<file path="src/rtl/product_accumulator_pkg.sv">
// Shared definitions for the product accumulator: default widths and FSM state encoding.
package product_accumulator_pkg;

  localparam int unsigned PwDefault   = 8;
  localparam int unsigned AwDefault   = 16;
  localparam int unsigned LenWDefault = 4;

  typedef logic [1:0] state_t;

  localparam state_t StIdle = 2'd0;
  localparam state_t StAcc  = 2'd1;
  localparam state_t StDone = 2'd2;

endpackage

</file>
<file path="src/rtl/product_accumulator_sat_adder.sv">
// Unsigned Width-bit adder that clamps to all-ones on carry-out and flags the clamp.
module sat_adder #(
  parameter int unsigned Width = 16
) (
  input  logic [Width-1:0] a_i,
  input  logic [Width-1:0] b_i,
  output logic [Width-1:0] sum_o,
  output logic             ovf_o
);

  logic [Width:0] sum_wide;

  assign sum_wide = {1'b0, a_i} + {1'b0, b_i};
  assign ovf_o    = sum_wide[Width];
  assign sum_o    = sum_wide[Width] ? {Width{1'b1}} : sum_wide[Width-1:0];

endmodule

</file>
<file path="src/rtl/product_accumulator.sv">
// Accumulates a run of len unsigned products into a saturating sum, one result per run,
// with valid/ready handshakes on both sides.
module product_accumulator
  import product_accumulator_pkg::*;
#(
  parameter int unsigned PW    = PwDefault,
  parameter int unsigned AW    = AwDefault,
  parameter int unsigned LEN_W = LenWDefault
) (
  input  logic             clk_i,
  input  logic             rst_i,
  input  logic             start_i,
  input  logic [LEN_W-1:0] len_i,
  input  logic             in_valid_i,
  input  logic [PW-1:0]    in_prod_i,
  output logic             in_ready_o,
  output logic             out_valid_o,
  output logic [AW-1:0]    out_sum_o,
  output logic             out_ovf_o,
  input  logic             out_ready_i,
  output logic             busy_o
);

  state_t           state_q, state_d;
  logic [AW-1:0]    acc_q, acc_d;
  logic [LEN_W-1:0] cnt_q, cnt_d;
  logic [LEN_W-1:0] len_q, len_d;
  logic             ovf_q, ovf_d;

  logic [AW-1:0]    prod_ext;
  logic [AW-1:0]    add_sum;
  logic             add_ovf;
  logic             xfer;

  assign prod_ext = AW'(in_prod_i);
  assign xfer     = in_valid_i && (state_q == StAcc);

  sat_adder #(
    .Width(AW)
  ) u_sat_adder (
    .a_i  (acc_q),
    .b_i  (prod_ext),
    .sum_o(add_sum),
    .ovf_o(add_ovf)
  );

  always_comb begin
    state_d = state_q;
    acc_d   = acc_q;
    cnt_d   = cnt_q;
    len_d   = len_q;
    ovf_d   = ovf_q;
    case (state_q)
      StIdle: begin
        if (start_i) begin
          len_d   = len_i;
          acc_d   = '0;
          ovf_d   = 1'b0;
          cnt_d   = '0;
          state_d = (len_i == '0) ? StDone : StAcc;
        end
      end
      StAcc: begin
        if (xfer) begin
          acc_d = add_sum;
          // Sticky: once clamped the sum stays all-ones, since products are never negative.
          ovf_d = ovf_q | add_ovf;
          cnt_d = cnt_q + LEN_W'(1);
          if (cnt_q == len_q - LEN_W'(1)) begin
            state_d = StDone;
          end
        end
      end
      StDone: begin
        if (out_ready_i) begin
          state_d = StIdle;
        end
      end
      default: state_d = StIdle;
    endcase
  end

  always_ff @(posedge clk_i) begin
    if (rst_i) begin
      state_q <= StIdle;
      acc_q   <= '0;
      cnt_q   <= '0;
      len_q   <= '0;
      ovf_q   <= 1'b0;
    end else begin
      state_q <= state_d;
      acc_q   <= acc_d;
      cnt_q   <= cnt_d;
      len_q   <= len_d;
      ovf_q   <= ovf_d;
    end
  end

  assign in_ready_o  = (state_q == StAcc);
  assign out_valid_o = (state_q == StDone);
  assign out_sum_o   = acc_q;
  assign out_ovf_o   = ovf_q;
  assign busy_o      = (state_q != StIdle);

endmodule

</file>
<file path="config.mk">
export PLATFORM = sky130hd
export DESIGN_NAME = product_accumulator
export DESIGN_NICKNAME = d
export VERILOG_FILES = /design/src/rtl/product_accumulator_pkg.sv /design/src/rtl/product_accumulator_sat_adder.sv /design/src/rtl/product_accumulator.sv
export SDC_FILE = /design/constraint.sdc
export NUM_CORES = 1
export LEC_CHECK = 0
export CORE_UTILIZATION = 35
export DETAILED_ROUTE_END_ITERATION = 12
export DONT_BUFFER_PORTS = 1
export PLACE_DENSITY = 0.6
export SETUP_SLACK_MARGIN = 0.3
export SLEW_MARGIN = 15
export SYNTH_ARGS = -nofsm -noshare
export SYNTH_HDL_FRONTEND = slang
export SYNTH_SLANG_ARGS = --single-unit
</file>
<file path="constraint.sdc">
create_clock -name clk_i -period 2.6 [get_ports clk_i]
set_input_delay 0.13 -clock clk_i [delete_from_list [all_inputs] [get_ports clk_i]]
set_output_delay 0.13 -clock clk_i [all_outputs]
set_load 0.01 [all_outputs]
</file>
==> results by group, run 1 <==
Routing
  – First-pass DRT Iterations: 4
  – Vias per cell: 5.46
  – Number of remaining DRC errors: 0
  – Vias: 1457
  – DR iter-0 viols: 68
  – Antenna-violating nets left: 0
  – DRT Wirelength: 3.91 mm
  – WL per Instance: 14.6 µm

Placement
  – Placed Area: 1750 µm²
  – HPWL after DPL: 2.84 mm
  – Port Buffers: 0
  – Dpl cells: 257
  – Final Wtd Congestion: 0.787

Setup path
  – Top delay family on crit path: compound AO/OA/AOI/OAI gates
  – Worst path max stage delay: 0.38 ns
  – R2r setup slk: 0.38 ns
  – CP arrival: 2.39 ns
  – Worst EP required: 2.78 ns
  – Crit. Startpoint: out_sum_o[0]
  – RR Startpoint: out_sum_o[0]
  – Worst path cell trace: ha_1 -> fa_2 -> a211oi_2 -> o21ai_2 -> o2111a_2 -> and4b_1 -> a41o_1
  – Reg2reg path depth: 7
  – Worst path buffer plus inverter count: 0
  – Reg2Reg Capture Point: out_sum_o[12]
  – CP endpoint kind: register
  – Startpoint Class: register
  – Worst Path Max Fanout: 6
  – CP max stage cell: fa_2
  – Setup CP Type: reg -> reg

Cells and area
  – Layout cells sized above 1: 0.110
  – Final instance area: 1870 µm²
  – Final Core Density: 0.395
  – Fin cells: 267
  – Area delta synth->final: 8.98%
  – N_diodes: 0
  – Final #Nets: 229

Die
  – Core region area: 4720 µm²
  – Vert. Die Dim: 72.0 µm
  – # rows: 25
  – I/O pin count: 37
  – Initial Util: 0.363
  – Die area: 5180 µm²
  – Die width: 72.0 µm

Yosys
  – Synthesized Nets: 225
  – Avg Cell Area, Syn: 8.69 µm²
  – Mapped Cells: 197
  – Most frequent cell after synthesis: dfxtp_1
  – Seq/Total Area, Yosys: 0.316
  – Synth cell count leaders: dfxtp_1, a21oi_1, nand2_1, nor2_1, ha_1
  – Top cell type's share of synthesized area: 0.316
  – Synth Flop Type: dfxtp_1
  – Seq cells post-synth: 27
  – Post-synth EDFFs: 0
  – Unique masters post-synth: 50
  – Asr flop ratio synth: 0
  – Most area-consuming cells after synthesis: dfxtp_1, ha_1, a21oi_1
  – Synthesized area: 1710 µm²
  – Cell taking the most area after synthesis: dfxtp_1
  – Syn. warnings: 0

Clock network
  – CTS H-tree depth: 1
  – TritonCTS Sinks: 27
  – Post-CTS Setup Bufs: 0
  – Worst-path clk slew: 0.10 ns
  – Skew-Pair Late Insertion Delay: 0.28 ns
  – TritonCTS clock tree: done
  – Clock Tree Root: clkbuf_8
  – Cts bufs inserted: 3
  – CTS max path bufs: 2

Global route
  – Initial antenna violation count: 0
  – Final global-route overflow total: 0
  – Largest net degree at the start of global routing: 19
  – Vias in the first global route: 1357
  – GRT Resource Usage Total: 0.155
  – First-pass GRT wire length: 6.42 mm

Pwr
  – PD cells: 513 nW/µm²
  – Max rail drop VDD: 279 µV
  – Leakage: 0.000681 µW
  – Total power: 958 µW

STA
  – Period utilization: 0.853
  – RSZ-0062 raised after global routing: no
  – Hold Fails Final Rpt: 0
  – Slew Viols, Final: 0
  – Endpoints failing setup: 0
  – Relative slew slack: 0.584
  – Fmax: 451 MHz
  – Final clock skew: 0.00628 ns
  – Minimum clock period: 2.22 ns
  – Worst-Margin Slew: 0.622 ns
  – Post-route setup TNS: 0 ns

Hold path
  – HP Start: rst_i
  – Hold WC Path Type: in -> reg
  – Hold path cells: 1
  – Hold Crit Endpoint: out_sum_o[11]

Run status
  – Status: complete, no violations

Flow run
  – MaxCap Viol Count: 0
[registers in the layout, summed over array words and instances, names as in the netlist]
signal	cells
out_sum_o	16
len_q	4
cnt_q	4
out_ovf_o	1
state_q	2
[where the power goes]
group	switching, µW	internal [µW]
Sequential	29.1	436
Combinational	145	99.5
Clock	139	110
Total	312	646
[layout by cell type (no fill, tap or decap), drive strengths merged, types with 3 or more instances in the layout]
master       count
nand3            4
dlygate4sd3      6
ha              10
o211ai           6
o21ai            5
xnor2            8
xor2             6
o41ai            3
clkbuf           4
or3              3
and3             4
a211oi          12
nor3             4
inv              7
and2             5
dfxtp           27
nand2           20
a21oi           21
nor2            18
[metal layers]
layer	up-vias	track usage	share of wire
met5	-	0	0
li1	741	-	-
met2	32	0.248	0.45
met1	682	0.209	0.49
met3	2	0.0514	0.059
met4	0	0.0218	0.0031
[final cells by class]
| class | instances | area [µm²] |
|---|---|---|
| flip-flops and latches | 27 | 541 |
| inverters | 7 | 26.3 |
| well taps | 67 | 83.8 |
| repair buffers | 6 | 60.1 |
| multi-input cells | 156 | 1110 |
| clock buffers | 4 | 45.0 |
| fillers | 481 | 2860 |
[kinds of logic after synthesis]
group	synth area share
compound gates	0.272
fa+ha+maj	0.0847
simple gates	0.198
xor+xnor	0.0716
flops	0.316
mux	0.0183
buf+inv	0.0402
[timing repair]
action,CTS,global route
hold endpoints to repair,14,1
cloned,0,0
gates resized for setup,2,0
endpoints found under the setup margin,5,1
pin swaps,0,1
hold buffers,5,1
[how the worst max path moves through the flow]
stage,end,depth (start not counted)
global placement,out_sum_o[12],7
finish,out_sum_o[12],7
detailed placement,out_sum_o[12],7
floorplan,out_sum_o[12],7
CTS,out_sum_o[12],7
global route,out_sum_o[15],6
[per-stage QoR]
stage          setup slack, ns  hold WS (ns)
6_report                 0.383        0.0123
5_1_grt                  0.308       0.00473
4_1_cts                  0.359       0.00437
3_5_place_dp             0.259         0.205
3_3_place_gp             0.294         0.203
2_1_floorplan            0.386         0.266
No activity file was read; power rests on OpenSTA's default activity.
==> run 2, diff against run 1 <==
CORE_ASPECT_RATIO = 1.5   (was not set)
==> run 2 against run 1 <==
Compared with the run above: utilization up 0.40 points; global-route usage increased by 1.7 points; highest routed layer unchanged; maximum frequency grew 1.5%; flip-flop and latch count unchanged; combinational power up 2%; worst setup slack gained 0.032 ns; largest power group unchanged; critical path depth did not move; worst hold slack got worse by 0.0043 ns; final cell count shrank 2.2%; clock skew is 0.0026 ns lower.
==> results by group, run 2 (synthesis gave the netlist of run 1 again) <==
Routing
  – Vias: 1449
  – First-pass DRT Iterations: 4
  – WL per Instance: 16.3 µm
  – Number of remaining DRC errors: 0
  – Antenna-violating nets left: 0
  – DR iter-0 viols: 30
  – DRT Wirelength: 4.24 mm
  – Vias per cell: 5.55

Global route
  – Initial antenna violation count: 0
  – First-pass GRT wire length: 6.84 mm
  – Largest net degree at the start of global routing: 19
  – Final global-route overflow total: 0
  – GRT Resource Usage Total: 0.172
  – Vias in the first global route: 1377

Flow run
  – MaxCap Viol Count: 0

Setup path
  – R2r setup slk: 0.42 ns
  – Setup CP Type: reg -> reg
  – Worst Path Max Fanout: 6
  – Worst EP required: 2.77 ns
  – Startpoint Class: register
  – CP arrival: 2.35 ns
  – CP endpoint kind: register

STA
  – Worst-Margin Slew: 0.637 ns
  – Hold Fails Final Rpt: 0
  – Hold slack: 0.00795 ns
  – Post-route setup TNS: 0 ns
  – Fmax: 458 MHz
  – Relative slew slack: 0.574
  – Period utilization: 0.840
  – Slew Viols, Final: 0
  – Endpoints failing setup: 0
  – Minimum clock period: 2.18 ns
  – RSZ-0062 raised after global routing: no
  – Final clock skew: 0.00370 ns

Cells and area
  – Final #Nets: 226
  – Most common cell after layout, fill and taps aside: dfxtp_1
  – FILL cells: 478
  – N_diodes: 0
  – Most frequent cells in the layout: dfxtp_1, nand2_1, a21oi_1, nor2_1, ha_1
  – Largest register FFs: 16
  – Area delta synth->final: 7.60%
  – Layout cells sized above 1: 0.117

Die
  – Initial Util: 0.371
  – I/O pin count: 37
  – Die area: 5180 µm²
  – Vert. Die Dim: 87.7 µm
  – # rows: 30
  – Core region area: 4620 µm²
  – Die width: 59.1 µm

Clock network
  – CTS H-tree depth: 1
  – TritonCTS clock tree: done
  – Post-CTS Setup Bufs: 0
  – CTS max path bufs: 2
  – Worst-path clk slew: 0.09 ns
  – TritonCTS Sinks: 27
  – Skew-Pair Late Insertion Delay: 0.27 ns
  – Clock Tree Root: clkbuf_8
  – Cts bufs inserted: 3

Placement
  – Final Wtd Congestion: 0.825
  – Port Buffers: 0
  – HPWL after DPL: 3.07 mm

Pwr
  – Leakage: 0.000670 µW
  – Max rail drop VDD: 211 µV
  – PD cells: 517 nW/µm²

Run status
  – Status: complete, no violations

Hold path
  – Hold WC Path Type: in -> reg
-- run 2: worst paths after layout --
check | start | endpoint | cells after the start
max reg2reg | out_sum_o[0] | out_sum_o[12] | 7
min reg2reg | len_q[3] | len_q[3] | 2
min | len_i[2] | len_q[2] | 2
max | out_sum_o[0] | out_sum_o[12] | 7
-- run 2: timing repair --
action / CTS / global route
cloned: 0 / 0
resized for setup: 1 / 3
hold endpoints to repair: 14 / 0
endpoints found under the setup margin: 1 / 8
hold buffers: 3 / 0
-- run 2: where the power goes --
group | internal [µW] | switching, µW
logic | 98.0 | 150
registers | 436 | 29.8
clock network | 110 | 130
total | 644 | 309
-- run 2: cell type report --
| cell class | count | area, µm² | area share |
|---|---|---|---|
| multi-input cells | 156 | 1120 | 0.608 |
| flip-flops and latches | 27 | 541 | 0.293 |
| well taps | 64 | 80.1 | 0.0434 |
| clock buffers | 4 | 45.0 | 0.0244 |
| repair buffers | 3 | 30.0 | 0.0163 |
| inverters | 7 | 26.3 | 0.0143 |
-- run 2: routing by layer --
metal	track usage	vias up	wire (µm)
li1	-	733	-
met1	0.208	680	1790
met2	0.307	27	2240
met3	0.0118	9	106
met4	0.0758	0	112
met5	0	-	0
-- run 2: through the flow --
stage | setup WS (ns) | instance area, µm² | power (µW) | utilization | instances
6_report | 0.416 | 1840 | 953 | 0.399 | 261
5_1_grt | 0.337 | 1840 | 1010 | 0.399 | 261
4_1_cts | 0.304 | 1830 | 963 | 0.396 | 261
3_5_place_dp | 0.259 | 1750 | 710 | 0.379 | 254
3_3_place_gp | 0.285 | 1750 | 708 | 0.379 | 254
2_1_floorplan | 0.386 | 1710 | 674 | - | 197
-- run 2: worst max-delay path: stages (launching register included) --
cell and delay (ns):
dfxtp_1 0.36, ha_2 0.22, fa_2 0.37, a211oi_2 0.26
o21ai_2 0.15, o2111a_2 0.32, and4b_1 0.21, a41o_1 0.19
